### config.mk
export PLATFORM = sky130hd
export DESIGN_NAME = cg_enable_ctrl
export DESIGN_NICKNAME = d
export VERILOG_FILES = /design/src/rtl/cg_enable_ctrl.sv
export SDC_FILE = /design/constraint.sdc
export NUM_CORES = 1
export LEC_CHECK = 0
export ABC_AREA = 1
export ABC_CLOCK_PERIOD_IN_PS = 2200
export BUFFER_PORTS_ARGS = -buffer_cell sky130_fd_sc_hd__buf_2
export CORE_MARGIN = 3
export CORE_UTILIZATION = 57
export CTS_CLUSTER_SIZE = 12
export DETAILED_ROUTE_END_ITERATION = 12
export PLACE_DENSITY_LB_ADDON = 0.1
export SYNTH_ARGS = -nofsm -noshare
export SYNTH_HDL_FRONTEND = slang
export SYNTH_SLANG_ARGS = --single-unit
### constraint.sdc
create_clock -name ck_in -period 2.2 [get_ports ck_in]
set_input_delay 0.44 -clock ck_in [delete_from_list [all_inputs] [get_ports ck_in]]
set_output_delay 0.44 -clock ck_in [all_outputs]
set_load 0.05 [all_outputs]
### src/rtl/cg_enable_ctrl.sv
// Clock-gating enable controller for one gated TCPA region.
// Runs on the ungated clock. It gates the region after a programmable idle period,
// ungates it on a wake request or on pending work, and counts gating events.
module cg_enable_ctrl #(
    parameter int CNT_W       = 8,
    parameter int WAKE_CYCLES = 2,
    parameter int EVT_W       = 16
) (
    input  logic             ck_in,
    input  logic             rst_n,
    input  logic             cg_en,
    input  logic [CNT_W-1:0] idle_thresh,
    input  logic             busy,
    input  logic             act_pending,
    input  logic             wake_req,
    output logic             wake_ack,
    input  logic             test,
    output logic             cg_enable,
    output logic             cg_test,
    output logic             gated,
    output logic [EVT_W-1:0] gate_evt_cnt
);

    typedef enum logic [1:0] {
        RUN   = 2'd0,
        GATED = 2'd1,
        WAKE  = 2'd2
    } state_e;

    localparam int WCW = (WAKE_CYCLES > 1) ? $clog2(WAKE_CYCLES) : 1;
    localparam logic [WCW-1:0] WAKE_LAST = WCW'(WAKE_CYCLES - 1);

    state_e           state_q, state_d;
    logic             cg_enable_q, cg_enable_d;
    logic             wake_ack_q, wake_ack_d;
    logic [CNT_W-1:0] idle_cnt_q, idle_cnt_d;
    logic [WCW-1:0]   wake_cnt_q, wake_cnt_d;
    logic [EVT_W-1:0] evt_cnt_q, evt_cnt_d;

    logic             idle;
    logic [CNT_W-1:0] thresh_m1;

    // Any wake source keeps idle low, so a threshold hit coinciding with a wake never gates.
    assign idle      = ~busy & ~act_pending & ~wake_req & cg_en & (idle_thresh != '0) & ~test;
    assign thresh_m1 = idle_thresh - CNT_W'(1);

    always_ff @(posedge ck_in or negedge rst_n) begin
        if (!rst_n) begin
            state_q     <= RUN;
            cg_enable_q <= 1'b1;
            wake_ack_q  <= 1'b0;
            idle_cnt_q  <= '0;
            wake_cnt_q  <= '0;
            evt_cnt_q   <= '0;
        end else begin
            state_q     <= state_d;
            cg_enable_q <= cg_enable_d;
            wake_ack_q  <= wake_ack_d;
            idle_cnt_q  <= idle_cnt_d;
            wake_cnt_q  <= wake_cnt_d;
            evt_cnt_q   <= evt_cnt_d;
        end
    end

    always_comb begin
        state_d     = state_q;
        cg_enable_d = cg_enable_q;
        idle_cnt_d  = idle_cnt_q;
        wake_cnt_d  = wake_cnt_q;
        evt_cnt_d   = evt_cnt_q;

        case (state_q)
            RUN: begin
                cg_enable_d = 1'b1;
                if (!idle) begin
                    idle_cnt_d = '0;
                end else if (idle_cnt_q == thresh_m1) begin
                    state_d     = GATED;
                    cg_enable_d = 1'b0;
                    idle_cnt_d  = '0;
                    if (evt_cnt_q != '1) begin
                        evt_cnt_d = evt_cnt_q + EVT_W'(1);
                    end
                end else begin
                    idle_cnt_d = idle_cnt_q + CNT_W'(1);
                end
            end
            GATED: begin
                // busy is stale while the region has no clock, so it plays no part here.
                if (wake_req | act_pending | ~cg_en | test) begin
                    state_d     = WAKE;
                    cg_enable_d = 1'b1;
                    wake_cnt_d  = '0;
                end
            end
            WAKE: begin
                cg_enable_d = 1'b1;
                wake_cnt_d  = wake_cnt_q + WCW'(1);
                if (wake_cnt_q == WAKE_LAST) begin
                    state_d    = RUN;
                    idle_cnt_d = '0;
                end
            end
            default: begin
                state_d     = RUN;
                cg_enable_d = 1'b1;
                idle_cnt_d  = '0;
            end
        endcase
    end

    // The ack is only raised once the region has been back in RUN with a stable clock.
    always_comb begin
        wake_ack_d = wake_ack_q;
        if (!wake_req) begin
            wake_ack_d = 1'b0;
        end else if (state_q == RUN) begin
            wake_ack_d = 1'b1;
        end
    end

    assign cg_enable    = cg_enable_q;
    assign wake_ack     = wake_ack_q;
    assign gated        = (state_q == GATED);
    assign cg_test      = test;
    assign gate_evt_cnt = evt_cnt_q;

endmodule

# [Word level (Yosys, flattened, before mapping)]
# Index checks and enable logic that the tools add are counted.
[word_totals] register_bits=29 input_bits=15 out_inout_bits=20 wordCells=57
[classes] add_sub_neg=4 n_eq_ne=9 muxes=17 bitwise_logic=14 reduce_logical=7
[ops] op="8-bit 2-to-1 mux" n=3
[ops] op="8-bit case mux with 3 select lines" n=1
[ops] op="16-bit by 1-bit adder with 16-bit output (second input constant)" n=1
[ops] op="16-bit != test (second input constant)" n=1
[ops] op="8-bit by 1-bit adder with 8-bit output (second input constant)" n=1
[ops] op="8-bit equality test" n=1
[ops] op="2-bit 2-to-1 mux" n=4
[ops] op="4-bit AND reduction" n=2
[ops] op="8-bit nonzero test" n=1
[ops] op="8-bit by 1-bit subtractor with 8-bit output (second input constant)" n=1
[ops] op="1-bit 2-to-1 mux" n=6
[ops] op="2-bit != test (second input constant)" n=3
[ops] op="1-bit NOT" n=6
[ops] op="2-bit case mux with 3 select lines" n=1
[ops] op="1-bit AND" n=5
[ops] op="2-bit by 1-bit != test with 1-bit output (second input constant)" n=2
[ops] op="1-bit case mux with 2 select lines" n=2
[ops] op="2-bit AND reduction" n=2
[ops] op="1-bit OR" n=3
[ops] op="2-bit by 1-bit equality test with 1-bit output (second input constant)" n=1
[ops] op="2-bit equality test (second input constant)" n=1
[ops] op="2-bit logical NOT" n=1
[ops] op="2-bit nonzero test" n=1
[ops] op="1-bit adder (second input constant)" n=1

# [Depth between registers and ports, before layout]
[logic_depth] ltp_word=8 depth_mapped=14 ltp_nobuf=13

# [Worst setup path after synthesis]
# No wires, ideal clock.
[synth_path] path_kind="register -> register" startpoint="register evt_cnt_q[0], in the netlist gate_evt_cnt[0]" endpoint="register evt_cnt_q[2], in the netlist gate_evt_cnt[2]" setup_ns=0.118 t_arrival_ns=1.873 t_required_ns=2.082 slack_ns=0.209 path_stages_with_launch=10 n_path_buf=1 period_less_slack_ns=1.991 cell_sequence="dfrtp_1 ha_1 inv_1 nor2_2 inv_2 nor2_4 a31oi_4 buf_2 nand4_1 nand2_2"
[synth_via] elab_chain_cells=2 elab_cells_between_ends=3 classes_between="add/sub (1); eq/ne (1); reduce/logical (1)"
[synth_rtl] element="from (decl)" line="38" source="logic [EVT_W-1:0] evt_cnt_q, evt_cnt_d;"
[synth_rtl] element="from (signal assigned)" line="61" source="evt_cnt_q <= evt_cnt_d;"
[synth_rtl] element="parallel branches: the longest is 2 deep, another holds 16-bit by 1-bit adder with 16-bit output"
# Several ways; the timed one is not identified.
# A chain may end at the register's enable or synchronous reset.

# [Final worst setup path]
[layout_path] startpoint="register evt_cnt_q[0], in the netlist gate_evt_cnt[0]" endpoint="register evt_cnt_q[3], in the netlist gate_evt_cnt[3]"
# The elaborated chain is that of the path after synthesis.

==> results.yml <==
timing:
  finalHoldViolCount: 0
  timing.hold.ws_ps: 168
  relSlewSlack_pct: 57.6
  finalCritPeriodShare_pct: 81.6
  period_needed_ps: 1800
  finClkSkew_ps: 6.81
  fin_tns_setup_ps: 0
  worstMarginPinSlew_ps: 636
  setup_violations: 0
  drv_slew: 0
  max_freq_mhz: 557
  rsz0062_at_grt: "false"
global_route:
  grt_max_degree: 30
  use_met2_pct: 43.0
  first_global_vias: 1894
  grt_usage_pct: 24.4
  top_usage_layer: "met2"
  antenna_found_initial: 0
  grtUsageMet1_pct: 28.6
  grt_pass1_wl_um: 8400
  overflow: 0
  grt_util_met3_pct: 5.58
floorplan:
  fp.dieW_um: 67.8
  pin_count: 35
  core_um2: 3490
  die_h_um: 67.8
  dieArea_um2: 4600
  initial_core_util_pct: 62.3
  rows: 21
yosys:
  netlist_area_um2: 2180
  synth_area_per_cell_um2: 7.36
  synth_top_area_share_pct: 32.2
  yosysWarnings: 0
  synthTopCellsByArea: "dfrtp_1, nand2_1, xor2_1"
  synth.largest_area_cell: "dfrtp_1"
  synth_cells: 296
  synth-seq-area-share_pct: 33.4
  ys_ff_latch: 29
  synth_fp_nets: 315
  synth_cell_type_count: 30
power:
  ir_drop_uv: 484
  p_leak_uw: 0.00130
  powerDensity_nw_per_um2: 498
route:
  wl_per_cell_um: 12.7
  first_pass_iters: 4
  antenna_left: 0
  wl_um: 4800
  drcViolationCount: 0
  drtIter0Drc: 77
  num_vias: 1969
  vias_per_cell: 5.21
critical_path:
  reg2reg_setup_slack_ps: 400
  required_ps: 2370
  worstReg2RegStart: "gate_evt_cnt[0]$_DFFE_PN0P_"
  arrival_ps: 1970
  crit_fanout: 16
  reg2reg_depth: 9
  crit_type: "reg -> reg"
  startpoint_type: "flop"
  timing.rr.end: "gate_evt_cnt[3]$_DFFE_PN0P_"
  endpoint_kind: "flop"
clocking:
  cts_max_path_buffers: 2
  root_buffer: "clkbuf_8"
  cts_resized: 0
  cts_made_buffers: 5
  post-cts-setup-buffer-count: 0
  clk_pin_slew_worst_paths_ps: 70
  cts_tree: "done"
  htreeDepth: 2
  cts_sinks: 29
  clkLatencyLatePin_ps: 280
  ctsHoldBuffers: 0
outcome:
  status: "complete, no violations"
layout:
  layout-drive-gt1-share_pct: 26.5
  area_growth_pct: 13.8
  layout.nets: 350
  layout.cells.non_filler: 378
  antenna_cells: 0
  nFillCells: 324
flow_run:
  maxCapViolCount: 0
place:
  io_buffers: 34
  dp_cells: 370
  place_congestion: 0.908
  dp_hpwl_um: 3590
hold_path:
  hp-class: "in -> async"
==> registers in the layout, summed over array words and instances, names as in the netlist <==
register	flops
cg_enable	1
gate_evt_cnt	16
idle_cnt_q	8
state_q	2
wake_ack	1
wake_cnt_q	1
==> cells in the mapped netlist <==
library cell / n
nand3_2: 1
nor2_4: 2
xnor2_1: 5
nor3_1: 8
inv_1: 22
nand2_2: 19
buf_2: 4
nand3_4: 2
or2_2: 1
xor2_1: 19
o21ai_1: 1
ha_1: 4
buf_12: 1
buf_4: 2
o21a_1: 1
a31oi_4: 1
clkbuf_4: 1
dfrtp_1: 28
nor2_2: 6
nand2_1: 90
nor2_1: 22
dfstp_2: 1
nand2_4: 1
nand4_1: 18
nand3_1: 20
inv_2: 8
nand3b_1: 5
clkinv_2: 1
o21ai_0: 1
nor2_8: 1
==> cell families after synthesis <==
kind of cell / Yosys count / share of synthesized area [%]
buf+inv: 39 / 8.27
flops: 29 / 33.4
xor+xnor: 24 / 9.65
fa+ha+maj: 4 / 2.30
simple gates: 196 / 44.6
compound gates: 4 / 1.78
==> worst max-delay path by stage <==
stage | from | to | slack, ps | cells past startpoint
after global routing | gate_evt_cnt[0]$_DFFE_PN0P_ | gate_evt_cnt[6]$_DFFE_PN0P_ | 240 | 9
after detailed placement | idle_thresh[0] | gate_evt_cnt[2]$_DFFE_PN0P_ | 140 | 14
after floorplan | gate_evt_cnt[0]$_DFFE_PN0P_ | gate_evt_cnt[2]$_DFFE_PN0P_ | 210 | 9
after global placement | idle_thresh[0] | gate_evt_cnt[15]$_DFFE_PN0P_ | 200 | 14
final | gate_evt_cnt[0]$_DFFE_PN0P_ | gate_evt_cnt[3]$_DFFE_PN0P_ | 400 | 9
after CTS | gate_evt_cnt[0]$_DFFE_PN0P_ | gate_evt_cnt[3]$_DFFE_PN0P_ | 390 | 9
==> where the power goes <==
part,switching [uW],total [uW],internal (uW)
clock network,218,586,368
logic,71.2,105,33.9
registers,3.73,543,539
==> worst max-delay path, stage by stage, from the launching register on <==
cell     delay [ps]
dfrtp_1         450
ha_1            260
inv_1            80
nor2_2          190
inv_2            60
nor2_4          140
a31oi_4         110
buf_4           220
nand4_1         110
nand2_1          60
==> through the flow <==
stage | utilization [%] | instance area [um2] | power, uW | setup slack (ps)
floorplan | - | 2180 | 618 | 209
global placement | 67.5 | 2360 | 656 | 203
detailed placement | 67.5 | 2360 | 658 | 142
CTS | 70.9 | 2480 | 1250 | 391
global route | 70.9 | 2480 | 1290 | 244
finish | 70.9 | 2480 | 1230 | 405
==> metal layers <==
metal,share of wire (%),vias to the layer above
li1,-,1006
met1,42,903
met2,50,46
met3,4.8,14
met4,2.7,0
met5,0,-
==> final cells by class <==
type | count | area, um2 | share of cell area [%]
well taps | 46 | 57.6 | 2.32
multi-input cells | 228 | 1270 | 51.3
clock buffers | 6 | 82.6 | 3.33
clock inverters | 2 | 37.5 | 1.51
flip-flops and latches | 29 | 727 | 29.3
repair buffers | 36 | 185 | 7.47
inverters | 31 | 118 | 4.75
==> placed cells by master, fill, tap and decap left out, types with 8 or more instances in the layout <==
master | synthesis | layout
buf_2 | 4 | 34
dfrtp_1 | 28 | 28
inv_1 | 22 | 22
inv_2 | 8 | 8
nand2_1 | 90 | 90
nand2_2 | 19 | 19
nand3_1 | 20 | 20
nand4_1 | 18 | 18
nor2_1 | 22 | 22
nor3_1 | 8 | 8
xor2_1 | 19 | 19
(Power assumes the default switching activity.)
